### config.mk
export PLATFORM = sky130hd
export DESIGN_NAME = fetch_seq_flat
export DESIGN_NICKNAME = d
export VERILOG_FILES = /design/src/rtl/fetch_pkg.sv /design/src/rtl/fetch_seq_if.sv /design/src/rtl/ras.sv /design/src/rtl/fetch_seq.sv /design/src/flat_wrapper.sv
export SDC_FILE = /design/constraint.sdc
export NUM_CORES = 1
export LEC_CHECK = 0
export ABC_AREA = 0
export CAP_MARGIN = 10
export CORE_MARGIN = 2
export CORE_UTILIZATION = 40
export CTS_CLUSTER_SIZE = 28
export DETAILED_ROUTE_END_ITERATION = 8
export GPL_ROUTABILITY_DRIVEN = 0
export PLACE_DENSITY_LB_ADDON = 0.3
export SLEW_MARGIN = 0
export SYNTH_ARGS = -nofsm -noshare
export SYNTH_HDL_FRONTEND = slang
export SYNTH_SLANG_ARGS = --single-unit
export TNS_END_PERCENT = 5
### constraint.sdc
create_clock -name clk -period 4.7 [get_ports clk]
set_input_delay 0.94 -clock clk [delete_from_list [all_inputs] [get_ports clk]]
set_output_delay 0.94 -clock clk [all_outputs]
set_load 0.02 [all_outputs]
### src/rtl/fetch_pkg.sv
// Shared types for the fetch sequencer: branch modes and sequencer states.
package fetch_pkg;

  typedef enum logic [1:0] {
    ABS  = 2'b00,
    REL  = 2'b01,
    CALL = 2'b10,
    RET  = 2'b11
  } br_mode_t;

  typedef enum logic [1:0] {
    IDLE   = 2'b00,
    RUN    = 2'b01,
    HALTED = 2'b10
  } state_t;

endpackage

### src/rtl/fetch_seq_if.sv
// Fetch sequencer bus: redirect/halt/stall controls in, fetch address and status out.
interface fetch_seq_if #(
  parameter int PC_W      = 9,
  parameter int CNT_W     = 16,
  parameter int RAS_DEPTH = 4
);
  localparam int LVL_W = $clog2(RAS_DEPTH + 1);

  logic [PC_W-1:0]  start_addr;
  logic             branch;
  logic [1:0]       br_mode;
  logic [PC_W-1:0]  target;
  logic             halt_req;
  logic             stall;
  logic [PC_W-1:0]  pc;
  logic             pc_valid;
  logic             halted;
  logic [CNT_W-1:0] instr_count;
  logic             ras_ovf;
  logic             ras_unf;
  logic [LVL_W-1:0] ras_level;

  modport master (
    output start_addr, branch, br_mode, target, halt_req, stall,
    input  pc, pc_valid, halted, instr_count, ras_ovf, ras_unf, ras_level
  );

  modport slave (
    input  start_addr, branch, br_mode, target, halt_req, stall,
    output pc, pc_valid, halted, instr_count, ras_ovf, ras_unf, ras_level
  );
endinterface

### src/rtl/ras.sv
// Return-address stack on circular storage; a push when full overwrites the oldest entry.
module ras #(
  parameter int PC_W  = 9,
  parameter int DEPTH = 4
) (
  input  logic                       clk,
  input  logic                       clear_i,
  input  logic                       push_i,
  input  logic                       pop_i,
  input  logic [PC_W-1:0]            data_i,
  output logic [PC_W-1:0]            top_o,
  output logic [$clog2(DEPTH+1)-1:0] level_o,
  output logic                       full_o,
  output logic                       empty_o
);
  localparam int PTR_W = $clog2(DEPTH);
  localparam int LVL_W = $clog2(DEPTH + 1);

  logic [PC_W-1:0]  mem_q [DEPTH];
  logic [PTR_W-1:0] wp_q, wp_d, wp_inc, rp;
  logic [LVL_W-1:0] lvl_q, lvl_d;

  // wp points at the next free slot; the top of stack sits one slot behind it
  assign rp      = (wp_q == '0) ? PTR_W'(DEPTH - 1) : wp_q - PTR_W'(1);
  assign wp_inc  = (wp_q == PTR_W'(DEPTH - 1)) ? '0 : wp_q + PTR_W'(1);
  assign top_o   = mem_q[rp];
  assign full_o  = (lvl_q == LVL_W'(DEPTH));
  assign empty_o = (lvl_q == '0);
  assign level_o = lvl_q;

  always_comb begin
    wp_d  = wp_q;
    lvl_d = lvl_q;
    if (push_i) begin
      wp_d = wp_inc;
      if (!full_o) lvl_d = lvl_q + LVL_W'(1);
    end else if (pop_i && !empty_o) begin
      wp_d  = rp;
      lvl_d = lvl_q - LVL_W'(1);
    end
  end

  always_ff @(posedge clk) begin
    if (clear_i) begin
      wp_q  <= '0;
      lvl_q <= '0;
    end else begin
      wp_q  <= wp_d;
      lvl_q <= lvl_d;
    end
  end

  always_ff @(posedge clk) begin
    if (push_i && !clear_i) mem_q[wp_q] <= data_i;
  end
endmodule

### src/rtl/fetch_seq.sv
// Instruction fetch sequencer: PC update, call/return stack, halt and commit counting.
module fetch_seq
  import fetch_pkg::*;
#(
  parameter int PC_W      = 9,
  parameter int CNT_W     = 16,
  parameter int RAS_DEPTH = 4
) (
  input  logic        clk,
  input  logic        start,
  fetch_seq_if.slave  bus
);
  localparam int LVL_W = $clog2(RAS_DEPTH + 1);

  state_t           state_q, state_d;
  logic [PC_W-1:0]  pc_q, pc_d, pc_inc;
  logic [CNT_W-1:0] cnt_q, cnt_d;
  logic             ovf_q, ovf_d, unf_q, unf_d;
  logic             push, pop;
  logic [PC_W-1:0]  ras_top;
  logic [LVL_W-1:0] ras_level;
  logic             ras_full, ras_empty;

  ras #(.PC_W(PC_W), .DEPTH(RAS_DEPTH)) u_ras (
    .clk     (clk),
    .clear_i (start),
    .push_i  (push),
    .pop_i   (pop),
    .data_i  (pc_inc),
    .top_o   (ras_top),
    .level_o (ras_level),
    .full_o  (ras_full),
    .empty_o (ras_empty)
  );

  assign pc_inc = pc_q + PC_W'(1);

  always_comb begin
    state_d = state_q;
    pc_d    = pc_q;
    cnt_d   = cnt_q;
    ovf_d   = ovf_q;
    unf_d   = unf_q;
    push    = 1'b0;
    pop     = 1'b0;
    case (state_q)
      IDLE: state_d = RUN;
      RUN: begin
        if (!bus.stall) begin
          cnt_d = (cnt_q == '1) ? cnt_q : cnt_q + CNT_W'(1);
          if (bus.halt_req) begin
            state_d = HALTED;
          end else if (!bus.branch) begin
            pc_d = pc_inc;
          end else begin
            case (br_mode_t'(bus.br_mode))
              ABS:  pc_d = bus.target;
              REL:  pc_d = pc_q + bus.target;
              CALL: begin
                push = 1'b1;
                pc_d = bus.target;
                if (ras_full) ovf_d = 1'b1;
              end
              RET: begin
                if (ras_empty) begin
                  pc_d  = pc_inc;
                  unf_d = 1'b1;
                end else begin
                  pop  = 1'b1;
                  pc_d = ras_top;
                end
              end
              default: pc_d = pc_inc;
            endcase
          end
        end
      end
      HALTED: state_d = HALTED;
      default: state_d = IDLE;
    endcase
  end

  always_ff @(posedge clk) begin
    if (start) begin
      state_q <= IDLE;
      pc_q    <= bus.start_addr;
      cnt_q   <= '0;
      ovf_q   <= 1'b0;
      unf_q   <= 1'b0;
    end else begin
      state_q <= state_d;
      pc_q    <= pc_d;
      cnt_q   <= cnt_d;
      ovf_q   <= ovf_d;
      unf_q   <= unf_d;
    end
  end

  assign bus.pc          = pc_q;
  assign bus.pc_valid    = (state_q == RUN);
  assign bus.halted      = (state_q == HALTED);
  assign bus.instr_count = cnt_q;
  assign bus.ras_ovf     = ovf_q;
  assign bus.ras_unf     = unf_q;
  assign bus.ras_level   = ras_level;
endmodule

### src/flat_wrapper.sv
// flat-port wrapper written by rule: the top's interface ports become plain ports
module fetch_seq_flat import fetch_pkg::*;
#(
  parameter int PC_W      = 9,
  parameter int CNT_W     = 16,
  parameter int RAS_DEPTH = 4
)
  (clk, start, bus_start_addr, bus_branch, bus_br_mode, bus_target, bus_halt_req, bus_stall, bus_pc, bus_pc_valid, bus_halted, bus_instr_count, bus_ras_ovf, bus_ras_unf, bus_ras_level);
  fetch_seq_if #(.PC_W(PC_W), .CNT_W(CNT_W), .RAS_DEPTH(RAS_DEPTH)) bus_i ();
  input  logic clk;
  input  logic start;
  input wire logic [$bits(bus_i.start_addr)-1:0] bus_start_addr;
  input wire logic [$bits(bus_i.branch)-1:0] bus_branch;
  input wire logic [$bits(bus_i.br_mode)-1:0] bus_br_mode;
  input wire logic [$bits(bus_i.target)-1:0] bus_target;
  input wire logic [$bits(bus_i.halt_req)-1:0] bus_halt_req;
  input wire logic [$bits(bus_i.stall)-1:0] bus_stall;
  output wire logic [$bits(bus_i.pc)-1:0] bus_pc;
  output wire logic [$bits(bus_i.pc_valid)-1:0] bus_pc_valid;
  output wire logic [$bits(bus_i.halted)-1:0] bus_halted;
  output wire logic [$bits(bus_i.instr_count)-1:0] bus_instr_count;
  output wire logic [$bits(bus_i.ras_ovf)-1:0] bus_ras_ovf;
  output wire logic [$bits(bus_i.ras_unf)-1:0] bus_ras_unf;
  output wire logic [$bits(bus_i.ras_level)-1:0] bus_ras_level;
  assign bus_i.start_addr = bus_start_addr;
  assign bus_i.branch = bus_branch;
  assign bus_i.br_mode = bus_br_mode;
  assign bus_i.target = bus_target;
  assign bus_i.halt_req = bus_halt_req;
  assign bus_i.stall = bus_stall;
  assign bus_pc = bus_i.pc;
  assign bus_pc_valid = bus_i.pc_valid;
  assign bus_halted = bus_i.halted;
  assign bus_instr_count = bus_i.instr_count;
  assign bus_ras_ovf = bus_i.ras_ovf;
  assign bus_ras_unf = bus_i.ras_unf;
  assign bus_ras_level = bus_i.ras_level;
  fetch_seq #(.PC_W(PC_W), .CNT_W(CNT_W), .RAS_DEPTH(RAS_DEPTH)) u_core (.clk(clk), .start(start), .bus(bus_i));
endmodule
==> results of run 1 <==
## sequential cells by signal, summed over array words and instances, names as in the netlist
| signal | count |
|---|---|
| u_core.bus.instr_count | 16 |
| u_core.u_ras.mem_q | 36 |
| u_core.bus.ras_ovf | 1 |
| u_core.bus.ras_unf | 1 |
| u_core.u_ras.wp_q | 2 |
| u_core.u_ras.level_o | 3 |
| u_core.state_q | 2 |
| u_core.bus.pc | 9 |
## Yosys cell counts (6+ instances only)
library cell	number
a21oi_1	17
dfxtp_1	25
nand2b_1	7
nand3_1	12
ha_1	17
edfxtp_1	45
mux4_2	9
xnor2_1	16
o21ai_0	8
clkbuf_1	6
nand2_1	20
a211oi_1	8
and2_1	7
inv_1	13
nor2_1	40
xor2_1	9
## worst min path at each step
stage	end	slack, ns	cells past startpoint
after global routing	u_core.bus.ras_ovf	0.54	2
after global placement	u_core.bus.ras_ovf	0.47	2
after CTS	u_core.bus.ras_ovf	0.49	2
after floorplan	u_core.u_ras.wp_q[0]	0.48	1
after detailed placement	u_core.bus.ras_ovf	0.47	2
final	u_core.bus.ras_ovf	0.48	2
## final cells by class
type / instances / area, um2 / share of cell area (%)
flip-flops and latches: 70 / 1850 / 39.7
multi-input cells: 249 / 1840 / 39.5
repair buffers: 58 / 576 / 12.3
well taps: 129 / 161 / 3.46
clock buffers: 11 / 131 / 2.81
inverters: 15 / 56.3 / 1.21
clock inverters: 5 / 50.0 / 1.07
## power groups by stage
stage	clock, mW	sequential (mW)	combinational (mW)
after floorplan	0	0.744	0.189
after global placement	0	0.736	0.308
after detailed placement	0	0.736	0.318
after CTS	0.478	0.723	0.320
after global routing	0.502	0.726	0.352
final	0.468	0.723	0.320
## layer usage
layer / GRT usage [%] / vias to the layer above / wire length (um)
met3: 4.14 / 8 / 421
met1: 25.3 / 1413 / 4210
li1: - / 1402 / -
met2: 28.1 / 80 / 4200
met5: 0 / - / 0
met4: 6.55 / 0 / 143
## worst min-delay path, cell delays in order, from the launching register on
cell     delay [ns]
dfxtp_1        0.33
a41oi_1        0.04
nor2_1         0.07
## kinds of logic after synthesis
logic type,share of synthesized area [%]
and+or+nand+nor,16.4
AOI/OAI and AO/OA,13.0
DFF,48.6
buffers and inverters,3.12
xor gates and xnor gates,5.74
adders and majority gates,6.63
muxes,6.63
## through the flow
stage,util [%],worst slack (ns)
after floorplan,-,2.14
after global placement,48.6,1.51
after detailed placement,48.6,1.43
after CTS,50.5,1.80
after global routing,50.5,1.69
final,50.5,1.76
==> reports/summary.log, run 1 <==
INFO  outcome        outcome=finished clean
INFO  worst_hold_path hp-start=u_core.bus.ras_ovf
INFO  sta            rsz0062_at_grt=false
INFO  power_and_ir_drop ir_drop=0.151mV
INFO  critical_path  critical_path.slowest_cell=clkdlybuf4s50_1
INFO  global_route   grt_total_ovfl=0
INFO  sta            worst_slew_pin_slew=1.02ns
INFO  sta            worst_hold_slack=0.485ns
INFO  yosys          synth.area.top_cells=edfxtp_1 (35%), dfxtp_1 (13%), ha_1 (5.6%), mux4_2 (5.3%), nor2_1 (3.9%)
INFO  power_and_ir_drop switching_share=28.8%
INFO  sta            timing.fmax=341MHz
INFO  global_route   antenna_violations_before_repair=0
INFO  yosys          synth_area=0.00381mm2
INFO  route          wl_per_cell=16.7um
INFO  sta            timing.final.crit_period=2.94ns
INFO  floorplanning  die_h=102um
INFO  route          drtAntennaViolNets=0
INFO  clock_network  ctsRootBufferMaster=clkbuf_8
INFO  route          post-route-drc-count=0
INFO  yosys          synth_enable_flop_cells=45
INFO  route          drtIter0Drc=185
INFO  yosys          post_synthesis_async_set_or_reset_flop_share=0%
INFO  critical_path  critical-path-top-delay-family=compound AO/OA/AOI/OAI gates
INFO  power_and_ir_drop clock_power_share=31.0%
INFO  clock_network  tritoncts.num_buffers=9
INFO  critical_path  worstSetupPathType=in2reg
INFO  clock_network  clock_sink_count=70
INFO  sta            slew_headroom=32.1%
INFO  layout         finish.net_count=447
INFO  critical_path  crit_chain=clkdlybuf4s50_1 > ha_1 > inv_1 > fa_1 > nor2b_1 > o22ai_1 > xnor2_1 > a221oi_1 > o221ai_1
INFO  placement      numPlacedInstances=521
INFO  critical_path  crit_arrival=3.00ns
INFO  route          firstDrtPassIters=4
INFO  critical_path  critPathMaxStageDelay=0.48ns
INFO  yosys          synth.yosys.seq_area_share=48.6%
INFO  layout         commonest_non_fill_non_tap_cell_in_the_layout=clkdlybuf4s50_1
INFO  sta            slew_violations=0
INFO  route          totalWireLength=8970um
INFO  route          via_count_of_the_routed_design=2903
INFO  yosys          yosysWarnings=0
INFO  yosys          synth_seq_cells=70
INFO  critical_path  critical_path.endpoint_type=flop
INFO  global_route   track_usage=18.2%
INFO  layout         layout-drive-gt1-share=7.35%
INFO  placement      port_buffers=56
INFO  critical_path  critPathRequiredTime=4.76ns
INFO  layout         instances_no_fill=537
INFO  yosys          synth_area_per_cell=11.0um2
INFO  clock_network  clk-insertion-delay-late=0.35ns
INFO  run            maxCapViolations=0
INFO  clock_network  postCtsHoldBufs=0
INFO  critical_path  worstSetupStartpoint=bus_target[0]
INFO  worst_hold_path hold_class=reg2reg
INFO  critical_path  r2r_cells=6
INFO  floorplanning  io-pin-count=57
INFO  floorplanning  row_count=35
INFO  yosys          yosys.area.top_type_share=35.4%
INFO  floorplanning  coreArea=0.00924mm2
INFO  floorplanning  die-width=102um
INFO  global_route   grt_max_degree=19
INFO  layout         top_library_cells_by_usage_in_the_layout_fill_and_taps_aside=clkdlybuf4s50_1 (56), edfxtp_1 (45), nor2_1 (40)
INFO  critical_path  r2r_slack=1.90ns
INFO  critical_path  rr_endpoint=u_core.bus.pc[3]
INFO  clock_network  tritoncts_clock_tree=done
INFO  clock_network  worst_setup_hold_path_clk_slew=0.07ns
INFO  power_and_ir_drop power.total=1.51mW
INFO  critical_path  critical_path.startpoint_type=primary input
INFO  power_and_ir_drop cellInternalPower=1.08mW
INFO  power_and_ir_drop pwr-share-seq=47.9%
INFO  power_and_ir_drop total_leakage_power=1.59nW
INFO  clock_network  ctsLongestPathBuffers=2
INFO  clock_network  number_of_resized_instances_in_the_post_cts_repair_step=0
INFO  sta            skew=0.0157ns
INFO  placement      placed_cell_area=0.00449mm2
INFO  floorplanning  full_die_area=0.0103mm2
INFO  layout         filler_cell_count=846
INFO  floorplanning  start_util=41.3%
INFO  yosys          synth-main-ff-cell=edfxtp_1
INFO  power_and_ir_drop p_comb_share=21.2%
INFO  critical_path  timing.critical_path.depth=9
INFO  route          viasPerCell=5.41
INFO  sta            timing.final.crit_share=62.5%
INFO  layout         finish.instance_area=0.00467mm2
INFO  global_route   grt_pass1_vias=2835
INFO  placement      dpl.hpwl=6560um
INFO  yosys          syn_inst=346
INFO  critical_path  cp-endpoint=u_core.bus.pc[4]
INFO  clock_network  cts_max_level=3
INFO  yosys          synthDistinctLibCells=57
INFO  critical_path  timing.critical_path.buf_inv=2
INFO  yosys          yosys.area.top_type=edfxtp_1
INFO  critical_path  crit_path_max_fanout=3
INFO  yosys          syn_nets=390
INFO  layout         area.growth.synth_to_final=22.4%
INFO  power_and_ir_drop power.net_switching=434uW
INFO  sta            hold_viol_final=0
INFO  clock_network  cts_post_setup_buffers_inserted=0
INFO  layout         diodes=0
INFO  sta            finalSetupTns=0ns
INFO  global_route   grt_first_pass_wirelength=14300um
INFO  critical_path  regToRegStartpoint=u_core.u_ras.wp_q[0]
INFO  sta            finalSetupViolCount=0
INFO  power_and_ir_drop power_per_unit_of_standard_cell_area=323mW/mm2
Power figures use the tool's default switching activity.
==> run 2, diff against run 1 <==
==> constraint.sdc (replaced) <==
create_clock -name clk -period 2.4 [get_ports clk]
set_input_delay 0.48 -clock clk [delete_from_list [all_inputs] [get_ports clk]]
set_output_delay 0.48 -clock clk [all_outputs]
set_load 0.02 [all_outputs]
==> run 2 against run 1 <==
  * Non-clock buffer count increased by 44
  * Sequential power increased by 94%
  * Sequential cell count is the same
  * Register-to-register slack got worse by 1.7 ns
  * Worst hold slack better by 0.0098 ns
  * Via count up 4.4%
  * Largest power group unchanged
  * Highest routed layer unchanged
==> reports/summary.log, run 2 (synthesized netlist as in run 1, its figures left out) <==
INFO  placement      dpl.hpwl=6840um [was 6560 um]
INFO  critical_path  critical_path.endpoint_type=flop [unchanged]
INFO  layout         top_library_cells_by_usage_in_the_layout_fill_and_taps_aside=clkdlybuf4s50_1 (56), edfxtp_1 (45), buf_4 (42) [was clkdlybuf4s50_1 (56), edfxtp_1 (45), nor2_1 (40)]
INFO  sta            worst_slew_pin_slew=0.468ns [was 1.02 ns]
INFO  clock_network  worst_setup_hold_path_clk_slew=0.09ns [was 0.07 ns]
INFO  global_route   track_usage=18.5% [was 18.2%]
INFO  clock_network  clk-insertion-delay-late=0.35ns [about the same]
INFO  layout         largest_reg_flops=36 [unchanged]
INFO  worst_hold_path hp-start=u_core.bus.ras_ovf [unchanged]
INFO  power_and_ir_drop ir_drop=0.268mV [was 0.151 mV]
INFO  global_route   grt_max_degree=25 [was 19]
INFO  floorplanning  die_h=102um [unchanged]
INFO  route          viasPerCell=5.22 [was 5.41]
INFO  clock_network  tritoncts.num_buffers=9 [unchanged]
INFO  layout         fin_util=55.6% [was 50.5%]
INFO  power_and_ir_drop total_leakage_power=1.85nW [was 1.59 nW]
INFO  outcome        outcome=finished clean [unchanged]
INFO  route          firstDrtPassIters=4 [unchanged]
INFO  clock_network  ctsRootBufferMaster=clkbuf_8 [unchanged]
INFO  floorplanning  coreArea=0.00924mm2 [unchanged]
INFO  clock_network  ctsLongestPathBuffers=2 [unchanged]
INFO  global_route   grt_use_met1=26.1% [was 25.3%]
INFO  layout         filler_cell_count=792 [was 846]
INFO  layout         diodes=0 [unchanged]
INFO  worst_hold_path worst_hold_path.num_cells=2 [unchanged]
INFO  sta            skew=0.0154ns [was 0.0157 ns]
INFO  critical_path  r2r_cells=7 [was 6]
INFO  sta            timing.final.crit_share=97.2%
INFO  global_route   grt_total_ovfl=0 [unchanged]
INFO  global_route   grt_first_pass_wirelength=14500um [was 14300 um]
INFO  clock_network  postCtsHoldBufs=0 [unchanged]
INFO  sta            slew_headroom=68.6% [was 32.1%]
INFO  route          totalWireLength=9170um [was 8970 um]
INFO  route          drtAntennaViolNets=0 [unchanged]
INFO  clock_network  cts_post_setup_buffers_inserted=0 [unchanged]
INFO  critical_path  crit_arrival=2.53ns [was 3.00 ns]
INFO  route          wl_per_cell=15.8um [was 16.7 um]
INFO  route          drtIter0Drc=127 [was 185]
INFO  global_route   grt.busiest_layer=met2 [unchanged]
INFO  sta            slew_violations=0 [unchanged]
INFO  power_and_ir_drop power.total=3.21mW [was 1.51 mW]
INFO  placement      port_buffers=56 [unchanged]
INFO  clock_network  clock_sink_count=70 [unchanged]
INFO  critical_path  critical_path.startpoint_type=primary input [unchanged]
INFO  clock_network  cts_max_level=3 [unchanged]
INFO  sta            timing.final.crit_period=2.33ns
INFO  route          via_count_of_the_routed_design=3032 [was 2903]
INFO  layout         finish.net_count=491 [was 447]
INFO  critical_path  crit_path_max_fanout=3 [unchanged]
INFO  critical_path  regToRegStartpoint=u_core.u_ras.wp_q[0] [unchanged]
INFO  layout         layout-drive-gt1-share=18.8% [was 7.35%]
INFO  run            maxCapViolations=0 [unchanged]
INFO  global_route   antenna_violations_before_repair=0 [unchanged]
INFO  critical_path  critPathRequiredTime=2.60ns [was 4.76 ns]
INFO  global_route   groute.layer.met3.usage=3.66% [was 4.14%]
INFO  worst_hold_path holdPathEnd=u_core.bus.ras_ovf [unchanged]
INFO  worst_hold_path hold_class=reg2reg [unchanged]
INFO  floorplanning  die-width=102um [unchanged]
INFO  critical_path  r2r_slack=0.17ns [was 1.90 ns]
INFO  global_route   gr-usage-met2=28.8% [was 28.1%]
INFO  layout         commonest_non_fill_non_tap_cell_in_the_layout=clkdlybuf4s50_1 [unchanged]
INFO  sta            hold_viol_final=0 [unchanged]
INFO  layout         area.growth.synth_to_final=34.8% [was 22.4%]
INFO  floorplanning  io-pin-count=57 [unchanged]
INFO  sta            finalSetupTns=0ns [unchanged]
INFO  floorplanning  full_die_area=0.0103mm2 [unchanged]
INFO  floorplanning  start_util=41.3% [unchanged]
INFO  critical_path  rr_endpoint=u_core.bus.pc[5] [was u_core.bus.pc[3]]
INFO  layout         max_flop_register=u_core.u_ras.mem_q [unchanged]
INFO  floorplanning  row_count=35 [unchanged]
INFO  critical_path  worstSetupPathType=in2reg [unchanged]
INFO  global_route   grt_pass1_vias=2883 [was 2835]
INFO  sta            finalSetupViolCount=0 [unchanged]
INFO  route          post-route-drc-count=0 [unchanged]
INFO  sta            timing.fmax=429MHz
INFO  power_and_ir_drop power_per_unit_of_standard_cell_area=625mW/mm2 [was 323 mW/mm2]
INFO  clock_network  tritoncts_clock_tree=done [unchanged]
==> run 2: stage by stage <==
| stage | std cells | setup WS (ns) | instance area (um2) | hold WS (ns) |
|---|---|---|---|---|
| 2_1_floorplan | 346 | 0.139 | 3810 | 0.478 |
| 3_3_place_gp | 565 | -0.344 | 4870 | 0.492 |
| 3_5_place_dp | 565 | -0.397 | 4870 | 0.484 |
| 4_1_cts | 581 | 0.00677 | 5090 | 0.505 |
| 5_1_grt | 581 | -0.0629 | 5140 | 0.544 |
| 6_report | 581 | 0.0680 | 5140 | 0.495 |
==> run 2: what timing repair did <==
action / CTS / global route
cloned: 0 / 0
endpoints found under the setup margin: 1 / 6
resized for setup: 1 / 8
pin swaps: 0 / 2
==> run 2: worst max-delay path by stage <==
stage          slack [ns]                 start          endpoint  depth (start not counted)
2_1_floorplan        0.14  u_core.u_ras.wp_q[0]  u_core.bus.pc[3]                          7
3_3_place_gp        -0.34         bus_target[0]  u_core.bus.pc[4]                          9
3_5_place_dp        -0.40         bus_target[0]  u_core.bus.pc[4]                          9
4_1_cts             0.007  u_core.u_ras.wp_q[0]  u_core.bus.pc[3]                          7
5_1_grt             -0.06         bus_target[0]  u_core.bus.pc[6]                         10
6_report             0.07         bus_target[0]  u_core.bus.pc[6]                         10
==> run 2: worst max-delay path, cell delays in order <==
cell and delay [ns]:
clkdlybuf4s50_1 0.48, ha_1 0.17, inv_1 0.06, fa_1 0.39
nor2b_2 0.18, o211ai_1 0.12, buf_4 0.16, a211oi_2 0.26
nor3_2 0.08, o221ai_1 0.16
==> run 2: layer usage <==
layer,up-vias,routed length [um]
met1,1436,4270
met4,0,68
li1,1496,-
met2,95,4300
met5,-,0
met3,5,529
==> run 2: area by class of cell <==
class	count	area [um2]	share of cell area (%)
Clock buffer	10	128	2.48
Clock inverter	6	93.8	1.83
Inverter	15	56.3	1.10
Multi-Input combinational cell	249	1890	36.8
Sequential cell	70	1850	36.0
Tap cell	129	161	3.14
Timing Repair Buffer	102	956	18.6
==> run 2: report_power, final <==
| part | internal, mW | switching [mW] | leakage (nW) |
|---|---|---|---|
| registers | 1.36 | 0.0386 | 0.614 |
| clock network | 0.595 | 0.477 | 0.107 |
| logic | 0.351 | 0.394 | 1.13 |
